[config.mk]
export PLATFORM = sky130hd
export DESIGN_NAME = por_reset_sequencer
export DESIGN_NICKNAME = d
export VERILOG_FILES = /design/src/rtl/por_seq_pkg.sv /design/src/rtl/por_sync_cell.sv /design/src/rtl/por_reset_sequencer.sv
export SDC_FILE = /design/constraint.sdc
export NUM_CORES = 1
export LEC_CHECK = 0
export ABC_AREA = 1
export BUFFER_PORTS_ARGS = -buffer_cell sky130_fd_sc_hd__buf_2
export CAP_MARGIN = 20
export CELL_PAD_IN_SITES_DETAIL_PLACEMENT = 1
export CELL_PAD_IN_SITES_GLOBAL_PLACEMENT = 1
export CORE_AREA = 2 2 82 84
export DETAILED_ROUTE_END_ITERATION = 16
export DIE_AREA = 0 0 84 86
export PLACE_DENSITY_LB_ADDON = 0.1
export SYNTH_ARGS = -nofsm -noshare
export SYNTH_HDL_FRONTEND = slang
export SYNTH_SLANG_ARGS = --single-unit
[constraint.sdc]
create_clock -name clk -period 3.5 [get_ports clk]
set_input_delay 0.35 -clock clk [delete_from_list [all_inputs] [get_ports clk]]
set_output_delay 0.35 -clock clk [all_outputs]
set_load 0.02 [all_outputs]
[src/rtl/por_seq_pkg.sv]
// Shared types and helpers for the POR reset sequencer.
package por_seq_pkg;

  localparam int CNT_W = 16;

  typedef enum logic [2:0] {
    HOLD      = 3'd0,
    DEBOUNCE  = 3'd1,
    WAIT_LOCK = 3'd2,
    RELEASE   = 3'd3,
    RUN       = 3'd4
  } por_seq_state_t;

  // Index width for n items, never less than one bit.
  function automatic int clog2_min1(input int n);
    return (n <= 2) ? 1 : $clog2(n);
  endfunction

endpackage

[src/rtl/por_sync_cell.sv]
// Multi-flop synchronizer; optional async clear so a low on i_clr_n
// empties the chain without needing a clock edge.
module por_sync_cell #(
  parameter int STAGES = 2,
  parameter bit CLR_EN = 1'b0
) (
  input  logic clk,
  input  logic rst,
  input  logic i_d,
  input  logic i_clr_n,
  output logic o_q
);

  logic [STAGES-1:0] r_sync;
  logic              w_clr;

  assign w_clr = rst | (CLR_EN & ~i_clr_n);

  // Shift chain, cleared to 0 (power not good / not locked) on clear.
  always_ff @(posedge clk or posedge w_clr) begin
    if (w_clr) r_sync <= '0;
    else       r_sync <= {r_sync[STAGES-2:0], i_d};
  end

  assign o_q = r_sync[STAGES-1];

endmodule

[src/rtl/por_reset_sequencer.sv]
// POR consumer: synchronizes/debounces POR, waits for PLL lock, then
// releases NUM_DOM domain resets in order, GAP_CYC cycles apart.
// Optional lock watchdog enabled by defining POR_SEQ_WDOG_EN.
module por_reset_sequencer
  import por_seq_pkg::*;
#(
  parameter int SYNC_STAGES = 2,
  parameter int DEB_CYC     = 64,
  parameter int NUM_DOM     = 4,
  parameter int GAP_CYC     = 16,
  parameter int LOCK_TMO    = 4096
) (
  input  logic               clk,
  input  logic               rst,
  input  logic               por_n_i,
  input  logic               pll_lock_i,
  output logic [NUM_DOM-1:0] dom_rst_o,
  output logic               seq_done_o,
`ifdef POR_SEQ_WDOG_EN
  output logic               lock_err_o,
`endif
  output logic [2:0]         state_o
);

  localparam int               IDX_W    = clog2_min1(NUM_DOM);
  localparam logic [CNT_W-1:0] DEB_LIM  = CNT_W'(DEB_CYC - 1);
  localparam logic [CNT_W-1:0] GAP_LIM  = CNT_W'(GAP_CYC - 1);
  localparam logic [CNT_W-1:0] TMO_LIM  = CNT_W'(LOCK_TMO - 1);
  localparam logic [IDX_W-1:0] LAST_IDX = IDX_W'(NUM_DOM - 1);

  logic                w_por_s;
  logic                w_lock_s;
  logic                w_lock_loss;
  logic                w_tmo_hit;
  logic [IDX_W-1:0]    w_nxt_idx;

  por_seq_state_t      r_state;
  logic [CNT_W-1:0]    r_deb_cnt;
  logic [CNT_W-1:0]    r_gap_cnt;
  logic [IDX_W-1:0]    r_dom_idx;
  logic [NUM_DOM-1:0]  r_dom_rst;
  logic                r_seq_done;

  // POR loss clears the chain immediately, even with the clock stopped.
  por_sync_cell #(.STAGES(SYNC_STAGES), .CLR_EN(1'b1)) u_por_sync (
    .clk     (clk),
    .rst     (rst),
    .i_d     (por_n_i),
    .i_clr_n (por_n_i),
    .o_q     (w_por_s)
  );

  por_sync_cell #(.STAGES(2), .CLR_EN(1'b0)) u_lock_sync (
    .clk     (clk),
    .rst     (rst),
    .i_d     (pll_lock_i),
    .i_clr_n (1'b1),
    .o_q     (w_lock_s)
  );

  assign w_nxt_idx = r_dom_idx + IDX_W'(1);

`ifdef POR_SEQ_WDOG_EN
  logic             r_lock_err;
  logic [CNT_W-1:0] r_tmo_cnt;

  // Once the watchdog has fired we are in degraded boot; lock is untrusted.
  assign w_lock_loss = ~w_lock_s & ~r_lock_err;
  assign w_tmo_hit   = (r_tmo_cnt == TMO_LIM);
  assign lock_err_o  = r_lock_err;

  // Watchdog timer: runs only while waiting for lock, sticky error flag.
  always_ff @(posedge clk or posedge rst) begin
    if (rst) begin
      r_tmo_cnt  <= '0;
      r_lock_err <= 1'b0;
    end else if (!w_por_s && r_state != HOLD) begin
      r_tmo_cnt  <= '0;
      r_lock_err <= 1'b0;
    end else if (r_state != WAIT_LOCK) begin
      r_tmo_cnt  <= '0;
    end else begin
      if (w_tmo_hit && !w_lock_s) r_lock_err <= 1'b1;
      if (!w_tmo_hit)             r_tmo_cnt  <= r_tmo_cnt + 1'b1;
    end
  end
`else
  logic w_unused_tmo;

  assign w_lock_loss  = ~w_lock_s;
  assign w_tmo_hit    = 1'b0;
  assign w_unused_tmo = ^TMO_LIM;
`endif

  // Main sequencer; POR abort outranks lock loss, outputs registered.
  always_ff @(posedge clk or posedge rst) begin
    if (rst) begin
      r_state    <= HOLD;
      r_deb_cnt  <= '0;
      r_gap_cnt  <= '0;
      r_dom_idx  <= '0;
      r_dom_rst  <= '1;
      r_seq_done <= 1'b0;
    end else if (!w_por_s && r_state != HOLD) begin
      r_state    <= HOLD;
      r_deb_cnt  <= '0;
      r_gap_cnt  <= '0;
      r_dom_idx  <= '0;
      r_dom_rst  <= '1;
      r_seq_done <= 1'b0;
    end else begin
      case (r_state)
        HOLD: begin
          r_deb_cnt  <= '0;
          r_dom_rst  <= '1;
          r_seq_done <= 1'b0;
          if (w_por_s) r_state <= DEBOUNCE;
        end
        DEBOUNCE: begin
          if (r_deb_cnt == DEB_LIM) r_state   <= WAIT_LOCK;
          else                      r_deb_cnt <= r_deb_cnt + 1'b1;
        end
        WAIT_LOCK: begin
          if (w_lock_s || w_tmo_hit) begin
            r_state      <= RELEASE;
            r_dom_idx    <= '0;
            r_gap_cnt    <= '0;
            r_dom_rst[0] <= 1'b0;
          end
        end
        RELEASE: begin
          if (w_lock_loss) begin
            r_state   <= WAIT_LOCK;
            r_dom_rst <= '1;
            r_dom_idx <= '0;
            r_gap_cnt <= '0;
          end else if (r_gap_cnt == GAP_LIM) begin
            if (r_dom_idx == LAST_IDX) begin
              r_state    <= RUN;
              r_seq_done <= 1'b1;
            end else begin
              r_dom_idx            <= w_nxt_idx;
              r_gap_cnt            <= '0;
              r_dom_rst[w_nxt_idx] <= 1'b0;
            end
          end else begin
            r_gap_cnt <= r_gap_cnt + 1'b1;
          end
        end
        RUN: begin
          if (w_lock_loss) begin
            r_state    <= WAIT_LOCK;
            r_dom_rst  <= '1;
            r_dom_idx  <= '0;
            r_gap_cnt  <= '0;
            r_seq_done <= 1'b0;
          end
        end
        default: begin
          r_state   <= HOLD;
          r_dom_rst <= '1;
        end
      endcase
    end
  end

  assign dom_rst_o  = r_dom_rst;
  assign seq_done_o = r_seq_done;
  assign state_o    = r_state;

endmodule

==> results.ini, run 1 <==
[layout]
antenna_cells = 0
nets = 446
area_delta_synth_final_pct = 8.17
final_util = 0.520
drive_gt1_frac = 0.101
multi_input_area_um2 = 1640
fill_cells = 843
final_area_um2 = 3260
seqCellArea_um2 = 1160

[timing]
setup_tns_ps = 0
finalSetupViolCount = 0
rsz0062_at_grt = false
drv_slew = 0
period_needed_ps = 1940
slew_headroom = 0.363
period_share = 0.555
clock_skew_ps = 11.1
timing.hold.ws_ps = 144
tightest_slew_ps = 954
finalHoldViolCount = 0
fmax_mhz = 515

[global_routing]
track_usage = 0.254
met3_usage = 0.0318
grt_antenna_before_repair = 0
globalRouteMet1Util = 0.344
grt_pass1_wl_mm = 14.8
use_met2 = 0.433
grt_max_degree = 45
grt_pass1_vias = 3037
grt.busiest_layer = met2
gr-total-overflow = 0

[clocking]
cts_root_buffer = clkbuf_8
cts.sinks = 46
cts_max_level = 2
cts-buffers-inserted = 5
clk_pin_slew_ps = 100
cts_tree = yes
clock_latency_ps = 300
cts_setup_buffers = 0
cts_max_path_buffers = 2

[logic_synthesis]
synth_edf_count = 0
synth_async_sr_flop_share = 1.00
yosysWarnings = 0
syn-cell-area_um2 = 3020
synth_nets = 433
syn_area_per_cell_um2 = 7.13
netlist_top_cells_area = dfrtp_1 35%, nand2_1 16%, nand3_1 6.8%
yosys.area.top_type = dfrtp_1
yosysTopAreaCellShare = 0.348
ys_dominant_reg_cell = dfrtp_1
synth_cells = 423
ys_seq_elements = 46
synth_most_common_cell = nand2_1
yosys-top-cells-count = 129 x nand2_1, 44 x inv_1, 42 x dfrtp_1
ys_seq_area_frac = 0.383
synth_cell_type_count = 32

[critical_path]
worstPathRequired_ps = 3690
crit_fanout = 10
cp-end-kind = flip-flop
critPathLaunchType = flip-flop
critical_path_class = reg2reg
arrival_ps = 2130

[detailed_routing]
wl_per_cell_um = 16.7
ant_nets = 0
vias = 2934
wirelength_mm = 8.60
dr.pass1.iters = 4
detail_route.vias_per_cell = 5.71
drc = 0
drt_iter0_drc = 172

[min_path]
worst_hold_path_type = in2reg

[place]
port_buffers = 11
post_dp_cell_area_um2 = 3130
gp_congestion = 0.826
hpwl_mm = 6.31

[floorplanning]
start_util = 0.481
io-pin-count = 12
core_area_um2 = 6280
die_y_um = 86
dieWidth_um = 84
rows = 29
die_area_um2 = 7220

[power_and_ir_drop]
power_density_nw_per_um2 = 466
vdd_drop_max_mv = 0.269
leakage_nw = 1.55
p_total_mw = 1.52

[run_status]
status = finished, final reports clean

[run]
maxCapViolations = 0

==> area by class of cell <==
type	count	share of cell area
clock buffers	7	0.0265
clock inverters	1	0.00920
inverters	45	0.0518
multi-input cells	323	0.501
flip-flops and latches	46	0.354
well taps	77	0.0295
repair buffers	15	0.0276
==> cells in the final DEF, fill, tap and decap left out <==
cell type        n
nand2_1        129
inv_1           43
dfrtp_1         42
nor2_1          41
nand3_1         41
nand4_1         26
o21ai_0         21
nor3_1          11
buf_2           11
o21ai_1          8
xor2_1           7
ha_1             6
clkbuf_8         6
nor2_4           5
a21oi_1          5
nand3_2          4
dfstp_2          4
nand2_4          3
o21bai_1         3
inv_2            2
nand2_2          2
nor3b_1          2
nand3b_1         2
dlygate4sd3_1    2
buf_4            2
nor2_2           1
o31ai_1          1
o211a_1          1
nor3_4           1
o21ai_4          1
o21ai_2          1
o211ai_1         1
bufinv_16        1
clkbuf_1         1
==> where the power goes <==
group          total (mW)  internal, mW  switching (mW)
registers           0.631         0.573          0.0582
clock network       0.419         0.233           0.186
logic               0.472         0.125           0.347
==> routing by layer <==
layer	vias to the layer above	share of wire
met4	0	0.0099
met2	44	0.49
met3	8	0.028
li1	1418	-
met5	-	0
met1	1464	0.47
==> what timing repair did <==
item	CTS	global route
gates resized for setup	0	0
hold buffers	2	0
hold endpoints to repair	2	0
==> kinds of logic after synthesis <==
kind of cell / synth area share
AOI/OAI and AO/OA: 0.0805
adders and majority gates: 0.0249
DFF: 0.383
xor gates and xnor gates: 0.0203
buffers and inverters: 0.0747
and+or+nand+nor: 0.416
==> metrics by stage <==
step	worst slack (ps)	instances
final	1560	514
after CTS	1560	514
after global placement	1640	504
after floorplan	1910	423
after global routing	1350	514
after detailed placement	1560	504
==> registers in the layout (all words and copies together) (netlist names) <==
name                count
dom_rst_o               4
r_deb_cnt              16
r_dom_idx               2
r_gap_cnt              16
seq_done_o              1
state_o                 3
u_lock_sync.r_sync      2
u_por_sync.r_sync       2
==> path summary, 6_finish.rpt <==
kind | end | depth (start not counted) | slack [ps] | from
max in group asynchronous | u_por_sync.r_sync[1] | 5 | 2300 | por_n_i
min in group asynchronous | r_gap_cnt[15] | 2 | 280 | rst
worst max register to register | r_dom_idx[1] | 8 | 1560 | r_gap_cnt[14]
worst min-delay path | u_lock_sync.r_sync[0] | 1 | 140 | pll_lock_i
worst max-delay path | r_dom_idx[1] | 8 | 1560 | r_gap_cnt[14]
worst min register to register | u_por_sync.r_sync[1] | 0 | 370 | u_por_sync.r_sync[0]
==> critical path, cell delays in order (launching register included) <==
cell and delay, ps:
dfrtp_1 440, nor2_1 150, nand3_1 100, nor2_1 380, nand2_1 270, nand2_4 210
nand3_2 130, nand2_1 70, o21ai_0 70
Note: power is estimated with default switching activity, not from simulation.
==> run 2: changes to the inputs <==
- CORE_AREA: 2 2 82 84 -> 2 2 89 91
- DIE_AREA: 0 0 84 86 -> 0 0 91 93
- clock period: 3.5 -> 1.6 ns (I/O delays scaled with it)
==> results.ini, run 2 (same netlist as run 1, synthesis figures left out) <==
[critical_path]
crit_family = simple AND/OR/NAND/NOR gates
slowest_stage = dfrtp_2
worst-path-buf-inv = 1  ; +1
critical_path_class = reg2reg
worstPathRequired_ps = 1810  ; -1880 ps
crit_fanout = 8  ; -2
r2r_setup_slack_ps = -10  ; -1570 ps
crit_top_cell = nor2_4
max_stage_delay_ps = 500  ; +60 ps
cp_cell_sequence = nor2_4, nand4_1, nand2_2, nor2_4, nand2_4, buf_12, nand2_1, o21ai_1
cp-end-kind = flip-flop
worst_r2r_path_depth = 8  ; unchanged
rr_startpoint = state_o[1]
timing.rr.end = r_gap_cnt[0]
critPathLaunchType = flip-flop
arrival_ps = 1830  ; -300 ps

[global_routing]
gr-total-overflow = 0  ; unchanged
grt_pass1_vias = 3153  ; +3.8%
grt_antenna_before_repair = 0  ; unchanged
track_usage = 0.224  ; -0.0292
grt_pass1_wl_mm = 15.2  ; +2.9%
grt_max_degree = 28  ; -38%

[timing]
finalSetupViolCount = 1  ; +1
slew_headroom = 0.677  ; +0.314
finalHoldViolCount = 0  ; unchanged
tightest_slew_ps = 484  ; -470 ps
drv_slew = 0  ; unchanged
setup_tns_ps = -11.7  ; -11.7 ps
worst_slack_ps = -11.7  ; -1570 ps
clock_skew_ps = 8.76  ; -2.32 ps
rsz0062_at_grt = true
period_needed_ps = 1610  ; -329 ps
period_share = 1.01  ; +0.453
fmax_mhz = 620  ; +20%

[layout]
layout_common_cells = 123 x nand2_1, 50 x buf_4, 42 x inv_1
drive_gt1_frac = 0.248  ; +0.148
antenna_cells = 0  ; unchanged
final_common_cell = nand2_1
area_delta_synth_final_pct = 27.4
final_cells = 593  ; +15%
final_area_um2 = 3840  ; +18%
nets = 500  ; +12%

[detailed_routing]
wirelength_mm = 9.49  ; +10%
vias = 3118  ; +6.3%
ant_nets = 0  ; unchanged
dr.pass1.iters = 4  ; unchanged
drc = 0  ; unchanged
wl_per_cell_um = 16.0  ; -4.3%
drt_iter0_drc = 119  ; -31%
detail_route.vias_per_cell = 5.26  ; -7.9%

[floorplanning]
rows = 32  ; +10%
die_y_um = 93  ; +8.1%
die_area_um2 = 8460  ; +17%
start_util = 0.401  ; -0.0798
io-pin-count = 12  ; unchanged
core_area_um2 = 7530  ; +20%
dieWidth_um = 91  ; +8.3%

[clocking]
cts_root_buffer = clkbuf_8
clk_pin_slew_ps = 90  ; about the same
cts_max_path_buffers = 2  ; unchanged
cts-buffers-inserted = 5  ; unchanged
cts.sinks = 46  ; unchanged
cts_tree = yes
cts_max_level = 2  ; unchanged
clock_latency_ps = 300  ; about the same

[min_path]
worst_hold_path_type = reg2reg
hold_start = u_lock_sync.r_sync[0]
holdPathStages = 0  ; -1
min_to = u_lock_sync.r_sync[1]

[place]
hpwl_mm = 6.66  ; +5.7%
port_buffers = 11  ; unchanged
gp_congestion = 0.887  ; +7.3%
post-place-cells = 569  ; +13%
post_dp_cell_area_um2 = 3500  ; +12%

[power_and_ir_drop]
power_density_nw_per_um2 = 951  ; +100%
vdd_drop_max_mv = 0.682  ; +150%
leakage_nw = 1.82  ; +17%

[run]
maxCapViolations = 0  ; unchanged

[run_status]
status = finished, violations left
violations = setup timing

-- run 2: area by class of cell --
cell class	instances	area [µm²]
fillers	1025	3680
repair buffers	69	542
inverters	45	169
flip-flops and latches	46	1160
clock buffers	8	80.1
multi-input cells	323	1760
well taps	102	128
-- run 2: repair_timing --
action | CTS | global route
pin swaps | 0 | 6
setup buffers | 0 | 12
hold buffers | 4 | 0
setup endpoints to repair | 13 | 37
gates resized for setup | 4 | 38
endpoints found under the hold margin | 17 | 0
-- run 2: worst max-delay path by stage --
stage / from / endpoint / slack [ps] / cells after the start
2_1_floorplan: r_deb_cnt[0] / r_deb_cnt[5] / 10 / 7
3_3_place_gp: state_o[2] / dom_rst_o[1] / -30 / 9
3_5_place_dp: state_o[2] / dom_rst_o[2] / -80 / 9
4_1_cts: state_o[1] / r_dom_idx[0] / 7 / 8
5_1_grt: state_o[1] / r_gap_cnt[0] / -100 / 8
6_report: state_o[1] / r_gap_cnt[0] / -10 / 8
-- run 2: per-layer routing --
layer,wire length [µm],vias to the layer above,global-route usage
met1,4370,1545,0.297
met2,4780,46,0.391
li1,-,1521,-
met5,0,-,0
met3,243,6,0.0290
met4,97,0,0.0568
-- run 2: metrics by stage --
stage	util	worst slack, ps	hold WS [ps]	power [mW]
floorplan	-	10.5	-43.0	2.15
global placement	0.464	-30.7	81.0	2.64
detailed placement	0.464	-79.0	101	2.66
CTS	0.481	6.68	363	3.39
global route	0.510	-96.7	367	3.86
finish	0.510	-11.7	360	3.66
-- run 2: power by group --
| part | internal (mW) | switching (mW) |
|---|---|---|
| Sequential | 1.26 | 0.121 |
| Clock | 0.312 | 0.395 |
| Combinational | 0.622 | 0.947 |
| Total | 2.19 | 1.46 |
